**config.mk**
```make
export PLATFORM = sky130hd
export DESIGN_NAME = divider_seq
export DESIGN_NICKNAME = d
export VERILOG_FILES = /design/src/rtl/divider_seq.sv
export SDC_FILE = /design/constraint.sdc
export NUM_CORES = 1
export LEC_CHECK = 0
export ABC_CLOCK_PERIOD_IN_PS = 3690
export CORE_UTILIZATION = 40
export DETAILED_ROUTE_END_ITERATION = 7
export PLACE_DENSITY_LB_ADDON = 0.25
export SYNTH_ARGS = -nofsm -noshare
export SYNTH_HDL_FRONTEND = slang
export SYNTH_SLANG_ARGS = --single-unit
```
**constraint.sdc**
```tcl
create_clock -name clk -period 3.69 [get_ports clk]
set_input_delay 0.738 -clock clk [delete_from_list [all_inputs] [get_ports clk]]
set_output_delay 0.738 -clock clk [all_outputs]
set_load 0.03 [all_outputs]
```
**src/rtl/divider_seq.sv**
```systemverilog
// Sequential 32-bit unsigned restoring divider: one quotient bit per clock over a
// combined 64-bit remainder/quotient shift register, with a one-cycle done pulse.
module divider_seq (
    input  logic        clk,
    input  logic        rst,
    input  logic        start,
    input  logic [31:0] dividend,
    input  logic [31:0] divisor,
    output logic        busy,
    output logic        done,
    output logic [31:0] quotient,
    output logic [31:0] remainder,
    output logic        div_by_zero
);

    typedef enum logic [1:0] {
        IDLE = 2'd0,
        RUN  = 2'd1,
        DONE = 2'd2
    } state_t;

    state_t      state;
    state_t      state_next;
    logic [63:0] rq;
    logic [31:0] dvs;
    logic [4:0]  cnt;
    logic        accept;
    logic [32:0] trial;

    // A new request is taken in IDLE or DONE, which is what allows back-to-back runs.
    assign accept = start && (state != RUN);

    // rq[63:31] is the upper 33 bits of {rq, 1'b0}: the shifted partial remainder,
    // keeping the bit that shifts out of position 63.
    assign trial = rq[63:31] - {1'b0, dvs};

    // NOTE: sequential state uses non-blocking assignments so every register
    // samples values from before the edge, independent of process order.
    always_ff @(posedge clk or posedge rst) begin
        if (rst) begin
            state <= IDLE;
        end else begin
            state <= state_next;
        end
    end

    always_comb begin
        // NOTE: default assignment first so no path leaves state_next unassigned,
        // which would otherwise infer a latch.
        state_next = state;
        case (state)
            IDLE: begin
                if (accept) state_next = (divisor == 32'd0) ? DONE : RUN;
            end
            RUN: begin
                if (cnt == 5'd31) state_next = DONE;
            end
            DONE: begin
                if (accept) state_next = (divisor == 32'd0) ? DONE : RUN;
                else        state_next = IDLE;
            end
            default: state_next = IDLE;
        endcase
    end

    always_comb begin
        busy = (state == RUN);
        done = (state == DONE);
    end

    // NOTE: the datapath registers are reset too, so quotient/remainder read as
    // zero out of reset and after an aborted run.
    always_ff @(posedge clk or posedge rst) begin
        if (rst) begin
            rq          <= 64'd0;
            dvs         <= 32'd0;
            cnt         <= 5'd0;
            div_by_zero <= 1'b0;
        end else if (accept) begin
            if (divisor != 32'd0) begin
                rq          <= {32'd0, dividend};
                dvs         <= divisor;
                cnt         <= 5'd0;
                div_by_zero <= 1'b0;
            end else begin
                rq          <= {dividend, 32'hFFFF_FFFF};
                div_by_zero <= 1'b1;
            end
        end else if (state == RUN) begin
            // Restore on a negative trial by keeping the shifted remainder.
            if (trial[32]) begin
                rq <= {rq[62:31], rq[30:0], 1'b0};
            end else begin
                rq <= {trial[31:0], rq[30:0], 1'b1};
            end
            cnt <= cnt + 5'd1;
        end
    end

    assign quotient  = rq[31:0];
    assign remainder = rq[63:32];

endmodule

```
# Word-level counts from Yosys, hierarchy flattened
# Index checks and enable logic that the tools add are counted.
# totals
ff_bits	104
latchBits	0
mem_bits_rw	0
romBits	0
in_bits	67
output_inout_bits	67
memories	0
# classes
n_addsub	2
n_mul	0
n_div	0
n_lt_le_gt_ge	0
eq_ne	7
shift	0
n_mux	13
bitwise_logic	0
n_reduce_logical	8
# op_table
op	n
$mux 64	4
$sub 33x32->33	1
$logic_not 32->1	1
$reduce_bool 32->1	1
$mux 5	3
$mux 2	4
$ne 2x1->1 const B	3
$pmux 2 s3	1
$reduce_and 2->1	3
$add 5x1->5 const B	1
$eq 5x5->1 const B	1
$eq 2x1->1 const B	1
$eq 2x2->1 const B	1
$logic_not 2->1	1
$ne 2x2->1 const B	1
$reduce_bool 2->1	1
$logic_and 1x1->1	1
$mux 1	1

# Longest topological paths before layout
# depth
ltp_word	4
ltp_mapped	13
depth_no_buf	12

# Worst setup path after synthesis
# OpenSTA, ideal clock, no wires.
# synth_path
path_type	reg2reg
from	register rq[31]
to	register rq[62]
arrival_ns	3.062
required_time_ns	3.566
path_slack_ns	0.504
stages_incl_launch_ff	13
period_less_slack_ns	3.186
cell_sequence	dfrtp_1 -> inv_1 -> ha_1 -> fa_1 -> nand2b_1 -> a21o_1 -> a31o_1 -> a2111oi_0 -> o31ai_1 -> o21ai_0 -> a21oi_1 -> xnor2_1 -> o31a_1
# synth_via
elab_chain_len	4
# synth_lines
item	line	source
from (decl)	24	logic [63:0] rq;
from (signal assigned)	81	rq <= {32'd0, dividend};
from (signal assigned)	86	rq <= {dividend, 32'hFFFF_FFFF};
from (signal assigned)	92	rq <= {rq[62:31], rq[30:0], 1'b0};
$sub 33x32->33	35	assign trial = rq[63:31] - {1'b0, dvs};
$mux 64	91	if (trial[32]) begin
$mux 64	89	end else if (state == RUN) begin
$mux 64	79	end else if (accept) begin
# No other way between the ends. The select of a mux whose other input is x is not followed.
# A chain may end at the register's enable or synchronous reset.

# Worst setup path after layout
# layout_path
from	register rq[31]
to	register rq[41]
# The elaborated chain is that of the path after synthesis.

==> results_dict.tcl <==
set metrics [dict create \
    drc_viols 0 \
    crit_path_max_fanout 39 \
    total_setup_violations_reported_at_the_end_of_the_flow 0 \
    synth_edf_count 0 \
    number_of_antenna_violations_at_the_first_check_in_global_routing 0 \
    postCtsSetupRepairBufs 0 \
    ys_seq_area_share_pct 37.8 \
    ctsHoldBuffers 0 \
    timing.final.crit_period_ps 3380 \
    fin_nets 1031 \
    synth_largest_type_area_fraction_pct 37.8 \
    cts_sinks 104 \
    floorplan.io_pins 134 \
    detail_route.wl_per_cell_um 17.2 \
    first_iter_violations 435 \
    final.setup_skew_ps 11.8 \
    cts_tree "yes" \
    synth_async_sr_flop_share_pct 100 \
    syn-num-nets 922 \
    syn2layout_area_growth_pct 26.8 \
    criticalPathCategory "register to register" \
    hpwlAfterDp_um 14800 \
    yosysWarnings 0 \
    ys_dominant_reg_cell "sky130_fd_sc_hd__dfrtp_1" \
    finalCoreUtilization_pct 52.2 \
    netlist_area_before_placement_um2 6880 \
    core_area_um2 16700 \
    detail_route.wirelength_um 19900 \
    vias 6358 \
    max_freq_mhz 295 \
    globalRoute.totalOverflow 0 \
    globalRouteTotalUtil_pct 23.2 \
    rsz0062_at_grt "no" \
    run_status "finished, final reports clean" \
    max_slew.worst_pin.slew_ps 778 \
    worst-endpoint-required_ps 3910 \
    clk_pin_slew_ps 70 \
    layout-drive-gt1-share_pct 8.47 \
    worst_setup_path_startpoint "rq[31]" \
    final_hold_viol_count 0 \
    synth.distinct_cells 65 \
    worst_r2r_startpoint "rq[31]" \
    library_cell_occupying_the_most_area_in_the_post_synthesis_netlist "sky130_fd_sc_hd__dfrtp_1" \
    dpl.cell_count 1138 \
    via_per_inst 5.51 \
    yosys_register_bits 104 \
    firstDrtPassIters 4 \
    ant_nets 0 \
    post_cts.resized_instances 0 \
    antenna_cells_inserted 0 \
    maxCapViolations 0 \
    die_ht_um 133 \
    vias_in_the_first_global_route 5952 \
    timing.final.crit_share_pct 91.7 \
    htreeDepth 3 \
    dieArea_um2 17700 \
    num_rows 47 \
    cts-buffers-inserted 9 \
    stdcell_count 1153 \
    grt_first_pass_wirelength_um 32000 \
    cts.path.max_buffers 2 \
    hold_path_class "register to register" \
    port_buffers 133 \
    slew_violations 0 \
    synth.area.top_cells "sky130_fd_sc_hd__dfrtp_1 38%, sky130_fd_sc_hd__o21ai_0 6.6%, sky130_fd_sc_hd__ha_1 6.2%, sky130_fd_sc_hd__nand2_1 5.8%, sky130_fd_sc_hd__mux2_2 5.2%" \
    grt_max_degree 86 \
    timing.critical_path.to_type "register" \
    worst_setup_start_kind "register" \
    timing.critical_path.arrival_ps 3610 \
    insertion_delay_ps 370 \
    timing.hold.worst.start "div_by_zero" \
    max-slew-margin-rel_pct 48.1 \
    routabilityCongestion 0.870 \
    cts.root.buffer_cell "sky130_fd_sc_hd__clkbuf_16" \
    initial_utilization_pct 41.2 \
    fin_setup_tns_ps 0 \
    fp.dieW_um 133 \
    post_synth_inst_count 820 \
    postSynthAreaPerCell_um2 8.39 \
]
-- flip-flops by register name, summed over array words and instances, names as in the netlist --
name	cells
dvs	32
state	2
cnt	5
rq	64
div_by_zero	1
-- layout by cell type, fill, tap and decap left out, drive strengths merged, types with 7 or more instances in the layout --
master         synthesis  final
ha                    34     34
a22oi                 12     12
xor2                   8      8
mux2                  32     32
nor4                   8      8
nand4                 11     11
o21ai                104    104
dfrtp                104    104
clkbuf                45      9
o211ai                 7      7
nand2                106    106
nand3                 11     11
clkdlybuf4s50          0    132
a21oi                 61     61
a31oi                 16     16
nor2b                 12     12
a21o                  13     13
inv                   47     50
a211oi                 8      8
buf                    8     19
xnor2                 19     19
nor2                  68     68
-- logic make-up (layout without fill, tap and decap cells) --
kind of cell    Yosys count  count (layout)  synth area share (%)
compound gates          269             269                  24.2
simple gates            248             248                  16.3
fa+ha+maj                35              35                  6.47
xor+xnor                 27              27                  3.44
mux                      37              37                  5.96
buf+inv                 100             213                  5.82
flops                   104             104                  37.8
-- per-layer routing --
layer  track usage (%)  wire length, um  share of wire (%)  up-vias
met4              7.07              386                1.9        0
met3              4.41             1010                5.1       25
met5                 0                0                  0        -
li1                  -                -                  -     3126
met1              30.8             9130                 46     3028
met2              38.1             9340                 47      179
-- synth_stat cells, types with 3 or more instances --
cell type                  count
sky130_fd_sc_hd__a211o_1       4
sky130_fd_sc_hd__a211oi_1      8
sky130_fd_sc_hd__a21o_1       13
sky130_fd_sc_hd__a21oi_1      61
sky130_fd_sc_hd__a22oi_1      12
sky130_fd_sc_hd__a311oi_1      3
sky130_fd_sc_hd__a31oi_1      16
sky130_fd_sc_hd__and3_1        4
sky130_fd_sc_hd__clkbuf_1     45
sky130_fd_sc_hd__dfrtp_1     104
sky130_fd_sc_hd__ha_1         34
sky130_fd_sc_hd__inv_1        47
sky130_fd_sc_hd__mux2_2       32
sky130_fd_sc_hd__mux2i_1       5
sky130_fd_sc_hd__nand2_1     106
sky130_fd_sc_hd__nand2b_1      6
sky130_fd_sc_hd__nand3_1      11
sky130_fd_sc_hd__nand4_1      11
sky130_fd_sc_hd__nor2_1       68
sky130_fd_sc_hd__nor2b_1      11
sky130_fd_sc_hd__nor3_1        6
sky130_fd_sc_hd__nor3b_1       3
sky130_fd_sc_hd__nor4_1        8
sky130_fd_sc_hd__o211ai_1      5
sky130_fd_sc_hd__o21a_1        6
sky130_fd_sc_hd__o21ai_0      91
sky130_fd_sc_hd__o21ai_1      13
sky130_fd_sc_hd__o21bai_1      3
sky130_fd_sc_hd__o31a_1        3
sky130_fd_sc_hd__o31ai_1       6
sky130_fd_sc_hd__or3_1         3
sky130_fd_sc_hd__xnor2_1      19
sky130_fd_sc_hd__xor2_1        8
-- worst max-delay path, stage by stage, from the launching register on --
cell and delay [ps]:
sky130_fd_sc_hd__dfrtp_1 380, sky130_fd_sc_hd__inv_1 50, sky130_fd_sc_hd__ha_1 220, sky130_fd_sc_hd__fa_1 400, sky130_fd_sc_hd__nand2b_1 180, sky130_fd_sc_hd__a21o_1 190
sky130_fd_sc_hd__a31o_1 230, sky130_fd_sc_hd__a2111o_1 400, sky130_fd_sc_hd__nor2b_4 160, sky130_fd_sc_hd__o311ai_4 240, sky130_fd_sc_hd__buf_4 400, sky130_fd_sc_hd__nor2_1 90
sky130_fd_sc_hd__a211oi_1 220, sky130_fd_sc_hd__a21oi_1 70
-- per-stage QoR --
stage | hold slack [ps] | instance area (um^2) | setup WS (ps)
after floorplan | 471 | 6880 | 220
after global placement | 464 | 8420 | 397
after detailed placement | 467 | 8420 | 324
after CTS | 483 | 8720 | 303
after global routing | 510 | 8720 | 114
final | 480 | 8720 | 306
-- path summary, 6_finish.rpt --
kind | end | slack, ps | depth (start not counted)
max | rq[41] | 310 | 13
min | div_by_zero | 480 | 1
max reg2reg | rq[41] | 310 | 13
max in group asynchronous | dvs[6] | 2180 | 3
min in group asynchronous | rq[22] | 820 | 2
min reg2reg | div_by_zero | 480 | 1
-- layout make-up --
cell class,instances,area [um^2]
Sequential cell,104,2600
Inverter,47,179
Tap cell,220,275
Clock buffer,9,225
Timing Repair Buffer,151,1470
Multi-Input combinational cell,616,3890
Clock inverter,6,76.3
Fill cell,1602,7980
Power is not shown: default switching activity piles up to over one toggle a cycle in this logic, so the estimate is an artifact.
